--- config.mk ---
export PLATFORM = sky130hd
export DESIGN_NAME = imem_instr_encoder
export DESIGN_NICKNAME = d
export VERILOG_FILES = /design/src/rtl/imem_instr_encoder.sv
export SDC_FILE = /design/constraint.sdc
export NUM_CORES = 1
export LEC_CHECK = 0
export BUFFER_PORTS_ARGS = -buffer_cell sky130_fd_sc_hd__buf_2
export CAP_MARGIN = 20
export CORE_ASPECT_RATIO = 1.75
export CORE_MARGIN = 5
export CORE_UTILIZATION = 45
export DETAILED_ROUTE_END_ITERATION = 8
export GPL_TIMING_DRIVEN = 0
export PLACE_DENSITY_LB_ADDON = 0.3
export SLEW_MARGIN = 20
export SYNTH_ARGS = -nofsm -noshare
export SYNTH_HDL_FRONTEND = slang
export SYNTH_SLANG_ARGS = --single-unit
--- constraint.sdc ---
create_clock -name clk -period 3.7 [get_ports clk]
set_input_delay 0.74 -clock clk [delete_from_list [all_inputs] [get_ports clk]]
set_output_delay 0.74 -clock clk [all_outputs]
set_load 0.02 [all_outputs]
--- src/rtl/imem_instr_encoder.sv ---
// Packs RV32I field bundles (R/LOAD/STORE/BRANCH/OP-IMM) into instruction words,
// buffers them in a small FIFO and streams them into imem at consecutive word addresses.
module imem_instr_encoder #(
  parameter int ADDR_W     = 8,
  parameter int FIFO_DEPTH = 4,
  parameter int BASE_ADDR  = 0
) (
  input  logic              clk,
  input  logic              rst,
  input  logic              in_valid,
  output logic              in_ready,
  input  logic [2:0]        in_cls,
  input  logic [2:0]        in_funct3,
  input  logic              in_f7b5,
  input  logic [4:0]        in_rd,
  input  logic [4:0]        in_rs1,
  input  logic [4:0]        in_rs2,
  input  logic [11:0]       in_imm,
  input  logic              in_last,
  output logic              imem_we,
  input  logic              imem_ready,
  output logic [ADDR_W-1:0] imem_addr,
  output logic [31:0]       imem_wdata,
  output logic              done,
  output logic              err
);

  localparam int PTR_W = (FIFO_DEPTH > 1) ? $clog2(FIFO_DEPTH) : 1;
  localparam int CNT_W = PTR_W + 1;
  localparam logic [ADDR_W-1:0] BASE_A   = ADDR_W'(BASE_ADDR);
  localparam logic [CNT_W-1:0]  FULL_CNT = CNT_W'(FIFO_DEPTH);

  typedef enum logic [1:0] {
    ST_IDLE  = 2'd0,
    ST_RUN   = 2'd1,
    ST_DRAIN = 2'd2,
    ST_DONE  = 2'd3
  } state_t;

  state_t            state_q;
  logic              done_q;
  logic              err_q;
  logic [31:0]       mem_q [FIFO_DEPTH];
  logic [PTR_W-1:0]  wr_ptr_q;
  logic [PTR_W-1:0]  rd_ptr_q;
  logic [CNT_W-1:0]  count_q;
  logic [CNT_W-1:0]  count_d;
  logic              out_vld_q;
  logic [ADDR_W-1:0] addr_q;
  logic [31:0]       wdata_q;

  logic              legal_s;
  logic              accept_s;
  logic              push_s;
  logic              pop_s;
  logic              wr_done_s;
  logic              full_s;
  logic              in_ready_s;
  logic [31:0]       enc_s;

  // BRANCH carries imm[12:1] in imm, so every bit index below is one lower than the ISA's.
  function automatic logic [31:0] encode(
    input logic [2:0]  cls,
    input logic [2:0]  f3,
    input logic        f7b5,
    input logic [4:0]  rd,
    input logic [4:0]  rs1,
    input logic [4:0]  rs2,
    input logic [11:0] imm
  );
    logic [31:0] word;
    word = 32'd0;
    case (cls)
      3'd0:    word = {1'b0, f7b5, 5'b00000, rs2, rs1, f3, rd, 7'b0110011};
      3'd1:    word = {imm, rs1, f3, rd, 7'b0000011};
      3'd2:    word = {imm[11:5], rs2, rs1, f3, imm[4:0], 7'b0100011};
      3'd3:    word = {imm[11], imm[9:4], rs2, rs1, f3, imm[3:0], imm[10], 7'b1100011};
      3'd4:    word = {imm, rs1, f3, rd, 7'b0010011};
      default: word = 32'd0;
    endcase
    return word;
  endfunction

  assign legal_s    = (in_cls <= 3'd4);
  assign full_s     = (count_q == FULL_CNT);
  assign in_ready_s = (state_q != ST_DRAIN) && (state_q != ST_DONE) && !full_s;
  assign accept_s   = in_valid && in_ready_s;
  assign push_s     = accept_s && legal_s;
  assign wr_done_s  = out_vld_q && imem_ready;
  // The output register refills from the FIFO whenever it is empty or finishing a write.
  assign pop_s      = (count_q != {CNT_W{1'b0}}) && (!out_vld_q || wr_done_s);
  assign enc_s      = encode(in_cls, in_funct3, in_f7b5, in_rd, in_rs1, in_rs2, in_imm);

  always_comb begin
    count_d = count_q;
    case ({push_s, pop_s})
      2'b10:   count_d = count_q + CNT_W'(1);
      2'b01:   count_d = count_q - CNT_W'(1);
      default: count_d = count_q;
    endcase
  end

  always_ff @(posedge clk) begin
    if (push_s) begin
      mem_q[wr_ptr_q] <= enc_s;
    end
  end

  always_ff @(posedge clk) begin
    if (rst) begin
      wr_ptr_q  <= {PTR_W{1'b0}};
      rd_ptr_q  <= {PTR_W{1'b0}};
      count_q   <= {CNT_W{1'b0}};
      out_vld_q <= 1'b0;
      addr_q    <= BASE_A;
      wdata_q   <= 32'd0;
      err_q     <= 1'b0;
    end else begin
      count_q <= count_d;
      if (push_s) begin
        wr_ptr_q <= wr_ptr_q + PTR_W'(1);
      end
      if (pop_s) begin
        rd_ptr_q  <= rd_ptr_q + PTR_W'(1);
        out_vld_q <= 1'b1;
        wdata_q   <= mem_q[rd_ptr_q];
      end else if (wr_done_s) begin
        out_vld_q <= 1'b0;
      end
      if (wr_done_s) begin
        addr_q <= addr_q + ADDR_W'(1);
      end
      if (accept_s && !legal_s) begin
        err_q <= 1'b1;
      end
    end
  end

  always_ff @(posedge clk) begin
    if (rst) begin
      state_q <= ST_IDLE;
      done_q  <= 1'b0;
    end else begin
      case (state_q)
        ST_IDLE: begin
          if (accept_s) begin
            state_q <= in_last ? ST_DRAIN : ST_RUN;
          end
        end
        ST_RUN: begin
          if (accept_s && in_last) begin
            state_q <= ST_DRAIN;
          end
        end
        ST_DRAIN: begin
          if ((count_q == {CNT_W{1'b0}}) && !out_vld_q) begin
            state_q <= ST_DONE;
            done_q  <= 1'b1;
          end
        end
        ST_DONE: begin
          done_q <= 1'b1;
        end
        default: begin
          state_q <= ST_IDLE;
          done_q  <= 1'b0;
        end
      endcase
    end
  end

  assign in_ready   = in_ready_s;
  assign imem_we    = out_vld_q;
  assign imem_addr  = addr_q;
  assign imem_wdata = wdata_q;
  assign done       = done_q;
  assign err        = err_q;

endmodule

Word level (Yosys, flattened, before mapping)
Memory sizes are Yosys's and may differ from the RTL's. A register that Yosys moved wholly into a read port is not among the register bits.
Cells that the tools add are included.
{"block": "totals", "regBits": 20, "ramBits": 128, "input_bits": 39, "out_inout_bits": 44, "wordCells": 66, "mem_count": 1}
{"block": "classes", "add_sub_neg": 5, "magnitude_cmp": 1, "eq_ne": 15, "n_mux": 13, "reduce_logical": 23}
{"memory": "mem_q", "depth": 4, "width": 32, "rd": 1, "rd_ports_with_merged_regs": 1, "wr": 1, "line_no": "43", "rtl": "logic [31:0] mem_q [FIFO_DEPTH];"}
{"operator": "one-hot mux 32 bit (5 select lines)", "count": 1}
{"operator": "!= test 2 bit, second input constant", "count": 5}
{"operator": "logical AND 1 bit", "count": 9}
{"operator": "adder 8 x 1 -> 8 bit, second input constant", "count": 1}
{"operator": "two-way mux 2 bit", "count": 4}
{"operator": "== test 2 bit, second input constant", "count": 3}
{"operator": "== test 3 x 2 -> 1 bit, second input constant", "count": 2}
{"operator": "== test 3 bit, second input constant", "count": 2}
{"operator": "logical NOT 3 bit", "count": 2}
{"operator": "one-hot mux 2 bit (3 select lines)", "count": 1}
{"operator": "one-hot mux 3 bit (2 select lines)", "count": 1}
{"operator": "nonzero test 2 bit", "count": 3}
{"operator": "nonzero test 3 bit", "count": 2}
{"operator": "two-way mux 1 bit", "count": 5}
{"operator": "adder 2 x 1 -> 2 bit, second input constant", "count": 2}
{"operator": "== test 2 x 1 -> 1 bit, second input constant", "count": 2}
{"operator": "AND reduction 4 bit", "count": 1}
{"operator": "adder 3 x 1 -> 3 bit, second input constant", "count": 1}
{"operator": "== test 3 x 1 -> 1 bit, second input constant", "count": 1}
{"operator": "<= comparator 3 bit, second input constant", "count": 1}
{"operator": "logical NOT 1 bit", "count": 3}
{"operator": "subtractor 3 x 1 -> 3 bit, second input constant", "count": 1}
{"operator": "logical NOT 2 bit", "count": 1}
{"operator": "one-hot mux 1 bit (2 select lines)", "count": 1}
{"operator": "2 further kinds", "count": 2}

Logic depth before layout (Yosys ltp)
Gate-level depths: netlist of run 1.
{"block": "depth", "ltp_word": 7, "ltp_mapped": 12, "depth_no_buf": 12}

Worst setup path before layout of run 1
No wires, ideal clock.
{"block": "synth_timing", "path_kind": "input-to-reg", "start": "input port in_cls[1]", "end": "register count_q[2]", "setup_time_ns": 0.070, "arrival_ns": 2.709, "t_required_ns": 3.630, "slack_ns": 0.920, "stages": 12, "path_buffers": 2, "path_cell_list": "buf_2 -> nor2_2 -> nor2b_1 -> clkbuf_1 -> nor2_1 -> inv_1 -> ha_1 -> inv_1 -> fa_1 -> xor2_1 -> or3_1 -> a21oi_1"}
{"block": "synth_between", "elab_chain_len": 4, "elab_cells_between_ends": 6, "classes_between": "order compare (1); eq/ne (2); mux (1); reduce/logical (2)"}
{"element": "start, declared", "line_no": "12", "rtl": "input logic [2:0] in_cls,"}
{"element": "<= comparator 3 bit (*)", "line_no": "84", "rtl": "assign legal_s = (in_cls <= 3'd4);"}
{"element": "logical AND 1 bit (*)", "line_no": "88", "rtl": "assign push_s = accept_s && legal_s;"}
{"element": "== test 2 x 1 -> 1 bit or == test 2 bit (tied branches)", "line_no": "96", "rtl": "case ({push_s, pop_s})"}
{"element": "one-hot mux 3 bit (2 select lines) or nonzero test 2 bit (tied branches)"}
{"element": "end signal, assigned", "line_no": "113", "rtl": "count_q <= {CNT_W{1'b0}};"}
{"element": "end signal, assigned", "line_no": "119", "rtl": "count_q <= count_d;"}
{"element": "end, declared", "line_no": "46", "rtl": "logic [CNT_W-1:0] count_q;"}
Mark *: on every way between the ends. The rest lies on a longest branch, timed or not.
A chain may end at the register's enable or synchronous reset.

Worst setup path in the final report of run 1
Same ends and word-level chain as after synthesis.

==> results of run 1 <==
[metrics by stage]
stage / setup slack, ps / instance area [um2] / hold WS (ps) / std cells
after detailed placement: 468.3 / 7476 / 445.1 / 754
after CTS: 899.0 / 8060 / 453.9 / 786
after floorplan: 920.3 / 6766 / 480.3 / 488
final: 913.4 / 8060 / 451.8 / 786
after global placement: 88.41 / 7391 / 441.6 / 750
after global routing: 721.4 / 8060 / 469.3 / 786
[worst reg2reg max path: stages, from the launching register on]
cell and delay, ps:
dfxtp_1 410, or3b_2 500, nand3_1 190, nor2_1 100
inv_1 170, ha_1 200, inv_1 60, fa_1 370
xor2_1 160, or3_1 310, a21oi_1 140
[sequential cells by signal, summed over array words and instances (netlist names)]
signal,count
imem_we,1
rd_ptr_q,2
mem_q,116
count_q,3
state_q,2
imem_addr,8
done,1
imem_wdata,29
err,1
wr_ptr_q,2
[cells by family (layout without fill, tap and decap cells)]
kind of cell,Yosys count,in the layout
other cells,1,2
buf+inv,38,153
compound gates,69,69
simple gates,144,144
xor+xnor,11,11
flops,165,165
mux,48,48
fa+ha+maj,11,11
[cells in the final DEF, fill, tap and decap left out, drive strengths merged, types with 6 or more instances in the layout]
cell and instances:
a21oi 46, inv 12, nand2 73, mux4 29, buf 96, ha 10
xnor2 6, mux2i 15, edfxtp 116, and2 14, nor2 35, clkbuf 37
o21ai 10, dfxtp 49
[final timing paths]
kind | end | slack [ps] | cells after the start
min reg2reg | imem_wdata[19] | 450 | 2
min | imem_wdata[19] | 450 | 2
max reg2reg | count_q[2] | 1010 | 10
max | count_q[2] | 910 | 12
[power by group through the flow]
| stage | clock, mW | combinational (mW) | sequential, mW |
|---|---|---|---|
| after CTS | 1.72 | 1.61 | 2.42 |
| after global placement | 0 | 1.54 | 2.44 |
| after floorplan | 0 | 0.936 | 2.61 |
| after detailed placement | 0 | 1.60 | 2.45 |
| after global routing | 1.81 | 1.74 | 2.45 |
| final | 1.69 | 1.57 | 2.41 |
[synthesized netlist by cell type (4+ instances only)]
| master | n | area [um2] |
|---|---|---|
| a21o_1 | 4 | 30.03 |
| nor2_1 | 34 | 127.6 |
| dfxtp_1 | 49 | 980.9 |
| a21oi_1 | 45 | 225.2 |
| inv_1 | 10 | 37.54 |
| and2_1 | 14 | 87.58 |
| clkbuf_1 | 14 | 52.55 |
| xor2_1 | 5 | 43.79 |
| mux2i_1 | 15 | 150.1 |
| mux4_2 | 29 | 653.1 |
| buf_2 | 8 | 40.04 |
| edfxtp_1 | 116 | 3483 |
| nand3_1 | 5 | 25.02 |
| xnor2_1 | 6 | 52.55 |
| ha_1 | 10 | 125.1 |
| nand2_1 | 73 | 274.0 |
| o21ai_0 | 10 | 50.05 |
[metal layers]
metal	routed length (um)	global-route usage [%]
met1	5008	18.35
met2	7897	31.43
met3	711	3.795
met4	277	6.282
met5	0	0
[area by class of cell]
cell class	count	area, um2
clock inverter	9	62.56
sequential	165	4464
multi-input combinational	285	2143
buffer	27	122.6
tap	183	229.0
timing repair buffer	83	475.5
inverter	11	41.29
clock buffer	23	521.8
fill	1230	6778
==> results.yml, run 1 <==
outcome:
  status: "completed"
power:
  sw_frac_of_total_pct: 31.07
  internal_power_mw: 3.914
  p_total_mw: 5.678
  power.share.clock_pct: 29.8
  leakagePower_nw: 2.996
  ir_drop_mv: 0.2973
  p_sw_mw: 1.764
  power_density_mw_per_mm2: 704.4
  p_comb_share_pct: 27.7
  sequentialPowerShare_pct: 42.5
clock_tree:
  ctsResizeCount: 0
  cts.path.max_buffers: 2
  hold_buffers: 0
  numClockSinks: 165
  cts_tree: "built"
  clock_latency_ps: 420
  cts_root_buffer: "clkbuf_16"
  postCtsSetupBuffers: 0
  cts_buffers: 17
  cts-htree-levels: 4
  path_clk_slew_ps: 60
synth:
  synthAdderAreaFrac_pct: 2.146
  synth_xor_area_share_pct: 1.425
  synth_warnings: 0
  synth.mux.area_fraction_pct: 12.54
  syn_area_mm2: 0.006763
  syn-instance-count: 487
  synth_seq_cells: 165
  async_flop_share_pct: 0
  synth-main-ff-cell: "edfxtp_1"
  synth_top_family_by_area: "multiplexers"
  synth_edf_count: 116
  synth_simple_gate_area_share_pct: 9.343
  syn_area_per_cell_um2: 13.89
  yosysSeqAreaShare_pct: 66.01
  synth_cell_types: 43
  synth-compound-area-share_pct: 6.050
worst_setup_path:
  worstSetupStartpoint: "in_cls[1]"
  path_cells: "buf_2, nor2_2, nor2b_1, clkbuf_1, nor2_1, inv_1, ha_1, inv_1, fa_1, xor2_1, or3_1, a21oi_1"
  critPathMaxStageDelay_ps: 380
  cp.required_ps: 4050
  cp_max_fo: 12
  crit_family: "buffers and inverters"
  critPathKind: "primary input to flip-flop"
  worst_setup_path_start_kind: "primary input"
  cp-end-kind: "flip-flop"
  cp.arrival_ps: 3140
  cpMostUsedCell: "inv_1"
  cp_num_buf_inv: 4
  reg2reg_from: "count_q[2]"
  cpMaxStageDelayCell: "clkbuf_1"
global_routing:
  grt_pass1_wl_um: 22220
  grt_overflow: 0
  antenna_found_initial: 0
  grt_pass1_vias: 4272
  grt_max_degree: 27
  grt_util_all_layers_pct: 16.92
timing:
  min_period_over_period_pct: 75.31
  setup-violations-final: 0
  fmax_mhz: 358.9
  slew_headroom_pct: 56.96
  worst_pin_slew_ps: 645.6
  layout_min_cycle_time_ps: 2787
  maxSlewViolCount: 0
  rsz0062_at_grt: "false"
  hold_violations: 0
  tns_ps: 0
  skew_ps: 11.15
routing:
  wire_per_inst_um: 17.68
  wl_um: 13890
  drtIter0Drc: 159
  vias: 4171
  final_antenna_net_count: 0
  drc: 0
  viasPerCell: 5.307
  drt-pass1-iter-count: 4
layout:
  diodes: 0
  nets: 640
  fin_util_pct: 54.32
  syn_to_final_growth_pct: 19.19
  drive_above_1_share_pct: 27.53
floorplanning:
  pin_count: 83
  start_util_pct: 45.58
  fp-row-count: 59
  dieArea_mm2: 0.01768
  core_area_mm2: 0.01484
  die_w_um: 102.7
  die_y_um: 172.2
placed_design:
  gp_congestion: 0.8063
  io_buffers: 79
  post-dp-hpwl_um: 9652
worst_hold_path:
  hold_start: "imem_wdata[19]"
  hp-class: "flip-flop to flip-flop"
flow_run:
  drv_cap: 0
No activity file was read; power rests on OpenSTA's default activity.
==> run 2: changes to the inputs <==
- ABC_AREA: default -> 1
- clock period: 3.7 -> 2.4 ns (I/O delays scaled with it)
==> run 2 against run 1 <==
Against the previous run: worst setup slack worse by 730 ps; flip-flop and latch count unchanged; sequential share of layout area down 0.86 points; core utilization up 0.87 points; synthesized area about the same; non-clock buffer count up 16; clock skew down 3.5 ps; combinational power up 88%; critical endpoint is now count_q[1]; global-route usage up 2.2 points.
==> results.yml, run 2 <==
clock_tree:
  cts.path.max_buffers: 2
  path_clk_slew_ps: 70
  cts_tree: "built"
  cts_buffers: 17
  hold_buffers: 0
  cts-htree-levels: 4
  cts_root_buffer: "clkbuf_16"
  numClockSinks: 165
  clock_latency_ps: 420
floorplanning:
  start_util_pct: 45.55
  core_area_mm2: 0.01484
  fp-row-count: 59
  die_y_um: 172.1
  pin_count: 83
  dieArea_mm2: 0.01767
  die_w_um: 102.6
worst_setup_path:
  path_cells: "inv_1, ha_2, nor2_4, nand3_1, nor2_2, clkinv_4, ha_1, inv_1, fa_1, nor2_1, a21oi_1, nor2_1"
  cp_num_buf_inv: 3
  worst_setup_path_start_kind: "flip-flop"
  cpMaxStageDelayCell: "fa_1"
  cp-end-kind: "flip-flop"
  critPathMaxStageDelay_ps: 430
  cp_max_fo: 4
  crit_family: "adder cells"
  cp.arrival_ps: 2580
  critPathKind: "flip-flop to flip-flop"
  cp.required_ps: 2760
synth:
  yosysSeqAreaShare_pct: 66.05
  syn_area_per_cell_um2: 10.56
  syn_area_mm2: 0.006759
  yosysTopAreaCell: "edfxtp_1"
  synth_edf_count: 116
  ys_top_cells_by_count: "144 x nor2_1, 116 x edfxtp_1, 105 x o21ai_0"
  synth_warnings: 0
  async_flop_share_pct: 0
  synth_most_common_cell: "nor2_1"
  synth_seq_cells: 165
  synth-main-ff-cell: "edfxtp_1"
  syn-instance-count: 640
  synth_cell_types: 34
  synth_top_area_share_pct: 51.54
  yosys-top-cells-area: "edfxtp_1 52%, dfxtp_1 15%, nor2_1 8.0%"
layout:
  drive_above_1_share_pct: 21.57
  nFillCells: 1271
  seqCellArea_mm2: 0.004466
  largest_register_ffs: 116
  fin_util_pct: 55.19
  largest_register: "mem_q"
  diodes: 0
  layout_common_cells: "139 x nor2_1, 116 x edfxtp_1, 105 x o21ai_0"
  layout_commonest_cell: "nor2_1"
  syn_to_final_growth_pct: 21.16
  multi_input_area_mm2: 0.001962
  nets: 802
routing:
  drc: 0
  wire_per_inst_um: 17.34
  wl_um: 16440
  viasPerCell: 5.324
  vias: 5047
  drtIter0Drc: 269
  final_antenna_net_count: 0
  drt-pass1-iter-count: 5
placed_design:
  io_buffers: 80
  gp_congestion: 0.8708
  post-dp-hpwl_um: 11160
timing:
  skew_ps: 7.664
  hold_violations: 0
  setup-violations-final: 0
  whs_ps: 315.8
  fmax_mhz: 450.5
  maxSlewViolCount: 0
  slew_headroom_pct: 59.02
  tns_ps: 0
  layout_min_cycle_time_ps: 2220
  worst_pin_slew_ps: 614.7
  min_period_over_period_pct: 92.49
global_routing:
  use_met2_pct: 36.30
  grtUsageMet3_pct: 3.593
  grt_util_all_layers_pct: 19.16
  grt_max_degree: 23
  met1_usage_pct: 19.78
  grt_pass1_vias: 5061
  antenna_found_initial: 0
  grt_overflow: 0
  busiest_layer: "met2"
  grt_pass1_wl_um: 25150
outcome:
  status: "completed"
power:
  ir_drop_mv: 0.5732
  power_density_mw_per_mm2: 1130
  leakagePower_nw: 3.219
flow_run:
  drv_cap: 0
worst_hold_path:
  hp-class: "primary input to flip-flop"
[run 2: worst reg2reg max path: stages, from the launching register on]
cell      delay, ps
dfxtp_2         350
inv_1            80
ha_2            230
nor2_4          110
nand3_1         130
nor2_2          190
clkinv_4         70
ha_1            190
inv_1           100
fa_1            430
nor2_1          130
a21oi_1          50
nor2_1          100
[run 2: cells by family (layout without fill, tap and decap cells)]
| kind of cell | count (synthesis) | count (layout) | share of synthesized area [%] |
|---|---|---|---|
| adders and majority gates | 11 | 11 | 2.147 |
| DFF | 165 | 165 | 66.05 |
| and+or+nand+nor | 208 | 208 | 12.63 |
| AOI/OAI and AO/OA | 167 | 167 | 13.55 |
| buffers and inverters | 88 | 212 | 5.572 |
| other | 1 | 2 | 0.05548 |
[run 2: final cells by class]
cell class / instances / area share [%]
clock buffers: 18 / 5.241
repair buffers: 93 / 7.181
plain buffers: 33 / 2.032
clock inverters: 14 / 1.727
well taps: 183 / 2.796
inverters: 54 / 2.536
flip-flops and latches: 165 / 54.53
multi-input cells: 388 / 23.96
[run 2: power breakdown]
group / total (mW) / switching, mW / internal (mW)
clock network: 2.60 / 1.14 / 1.46
logic: 2.95 / 2.02 / 0.928
registers: 3.71 / 0.195 / 3.51
total: 9.26 / 3.36 / 5.90
[run 2: timing repair]
item | 4_1_cts | 5_1_grt
resized for setup | 2 | 3
setup buffers | 4 | 5
setup endpoints to repair | 16 | 2
endpoints found under the hold margin | 0 | 0
pin swaps | 3 | 2
[run 2: path summary, 6_finish.rpt]
path | startpoint | to | slack (ps) | depth (start not counted)
worst max-delay path | state_q[0] | count_q[1] | 180 | 12
worst min-delay path | rst | imem_addr[5] | 320 | 2
worst min register to register | done | done | 480 | 2
worst max register to register | state_q[0] | count_q[1] | 180 | 12
[run 2: through the flow]
stage / power [mW] / setup WS, ps / instances / area (um2)
4_1_cts: 9.275 / 45.58 / 944 / 8135
2_1_floorplan: 5.627 / -431.7 / 641 / 6763
3_3_place_gp: 6.482 / -1562 / 904 / 7392
6_report: 9.256 / 180.2 / 948 / 8189
5_1_grt: 9.761 / -2.219 / 948 / 8189
3_5_place_dp: 6.648 / -55.56 / 908 / 7517
[run 2: per-layer routing]
| layer | vias to the layer above | part of all wire (%) |
|---|---|---|
| li1 | 2424 | - |
| met1 | 2419 | 36 |
| met2 | 179 | 56 |
| met3 | 25 | 5.9 |
| met4 | 0 | 1.9 |
| met5 | - | 0 |
==> run 3: changes to the inputs <==
- clock period: 2.4 -> 2 ns (I/O delays scaled with it)
==> run 3 against run 2 <==
Against the previous run: worst setup slack worse by 160 ps; register-to-register slack got worse by 160 ps; global-route usage is 1.4 points higher; largest power group unchanged.
==> results.yml, run 3 (synthesis gave the netlist of run 2 again) <==
outcome:
  status: "completed"
layout:
  syn_to_final_growth_pct: 25.23
  largest_register_ffs: 116
  layout_commonest_cell: "nor2_1"
  layout_common_cells: "137 x nor2_1, 116 x edfxtp_1, 103 x o21ai_0"
  drive_above_1_share_pct: 24.78
  diodes: 0
  nFillCells: 1206
  fin_util_pct: 57.05
  largest_register: "mem_q"
  nets: 820
timing:
  hold_violations: 0
  slew_headroom_pct: 57.90
  min_period_over_period_pct: 98.89
  worst_pin_slew_ps: 631.5
  setup-violations-final: 0
  skew_ps: 8.501
  fmax_mhz: 505.6
  rsz0062_at_grt: "true"
  maxSlewViolCount: 0
  layout_min_cycle_time_ps: 1978
global_routing:
  grt_pass1_vias: 5108
  grt_util_all_layers_pct: 20.52
  grt_overflow: 0
  antenna_found_initial: 0
  grt_max_degree: 17
  grt_pass1_wl_um: 26850
worst_setup_path:
  cp-endpoint: "count_q[1]"
  r2r_slack_ps: 20
  cp-end-kind: "flip-flop"
  critPathKind: "flip-flop to flip-flop"
  reg2reg_to: "count_q[1]"
  reg2reg_from: "state_q[0]"
  cp.required_ps: 2360
  cp.arrival_ps: 2340
  worstSetupStartpoint: "state_q[0]"
  rr_worst_depth: 12
  cp_max_fo: 3
  worst_setup_path_start_kind: "flip-flop"
floorplanning:
  start_util_pct: 45.55
  die_w_um: 102.6
  pin_count: 83
  die_y_um: 172.1
  dieArea_mm2: 0.01767
  fp-row-count: 59
  core_area_mm2: 0.01484
placed_design:
  post-dp-hpwl_um: 10600
  gp_congestion: 0.8823
  io_buffers: 80
clock_tree:
  cts_buffers: 17
  path_clk_slew_ps: 70
  cts-htree-levels: 4
  cts_root_buffer: "clkbuf_16"
  clock_latency_ps: 420
  hold_buffers: 0
  cts.path.max_buffers: 2
  cts_tree: "built"
  numClockSinks: 165
routing:
  wl_um: 17580
  final_antenna_net_count: 0
  wire_per_inst_um: 18.20
  drc: 0
  drtIter0Drc: 412
  viasPerCell: 5.357
  vias: 5175
  drt-pass1-iter-count: 5
flow_run:
  drv_cap: 0
power:
  ir_drop_mv: 0.6092
  leakagePower_nw: 3.291
  power_density_mw_per_mm2: 1355
  p_total_mw: 11.47
worst_hold_path:
  hp-class: "primary input to flip-flop"
==> run 3: cell count changes in the layout (fill, tap and decap cells not counted), moves of 3 or more <==
| cell | before | now |
|---|---|---|
| ha_4 | 0 | 3 |
| buf_4 | 10 | 17 |
| nor2_4 | 8 | 13 |
| clkinvlp_4 | 1 | 5 |
| clkinv_4 | 4 | 1 |
| buf_12 | 4 | 13 |
==> run 3: report_power, final <==
part	total, mW	switching, mW	internal (mW)
Sequential	4.47	0.251	4.22
Clock	2.95	1.34	1.61
Combinational	4.05	2.65	1.40
Total	11.5	4.24	7.23
==> run 3: routing by layer <==
metal,vias up,routed length (um),share of wire (%),track usage [%]
li1,2472,-,-,-
met1,2441,6409,36,22.33
met2,230,9610,55,38.01
met3,32,1121,6.4,3.997
met4,0,439,2.5,8.452
met5,-,0,0,0
==> run 3: area by class of cell <==
type | instances | area (um2) | share of cell area [%]
well taps | 183 | 229.0 | 2.705
clock buffers | 20 | 436.7 | 5.159
repair buffers | 107 | 765.7 | 9.047
inverters | 54 | 222.7 | 2.631
multi-input cells | 392 | 2077 | 24.54
clock inverters | 12 | 97.59 | 1.153
plain buffers | 33 | 166.4 | 1.966
flip-flops and latches | 165 | 4469 | 52.80
==> run 3: critical path, cell delays in order, from the launching register on <==
cell	delay, ps
dfxtp_4	380
inv_4	40
ha_4	160
nor2_4	110
nand3_4	100
nor2_4	190
inv_8	50
ha_4	160
inv_4	60
fa_2	440
nor2_2	90
a21oi_1	40
nor2_1	90
==> run 3: worst min-delay path by stage <==
stage                            from            to  slack [ps]  cells after the start
after global routing              rst  imem_addr[7]         240                      2
final                             rst  imem_addr[7]         240                      2
after global placement            err           err         450                      2
after floorplan           wr_ptr_q[0]   wr_ptr_q[0]         460                      1
after detailed placement          err           err         460                      2
after CTS                         rst  imem_addr[7]         220                      2
==> run 3: what timing repair did <==
item,in CTS,in global routing
pin swaps,16,9
cloned,4,0
buffers inserted,20,7
resized for setup,21,6
setup endpoints to repair,118,3
==> run 3: per-stage QoR <==
step                      std cells  hold WS (ps)  worst slack [ps]  cell area, um2  TNS (ps)
after floorplan                 641         462.6             13.22            6818         0
after global placement          904         448.9            -385.9            7447    -43780
after detailed placement        904         461.9            -405.7            7447    -45540
after CTS                       959         219.2             1.757            8397         0
after global routing            966         239.9            -47.04            8464    -83.23
final                           966         237.3             22.20            8464         0
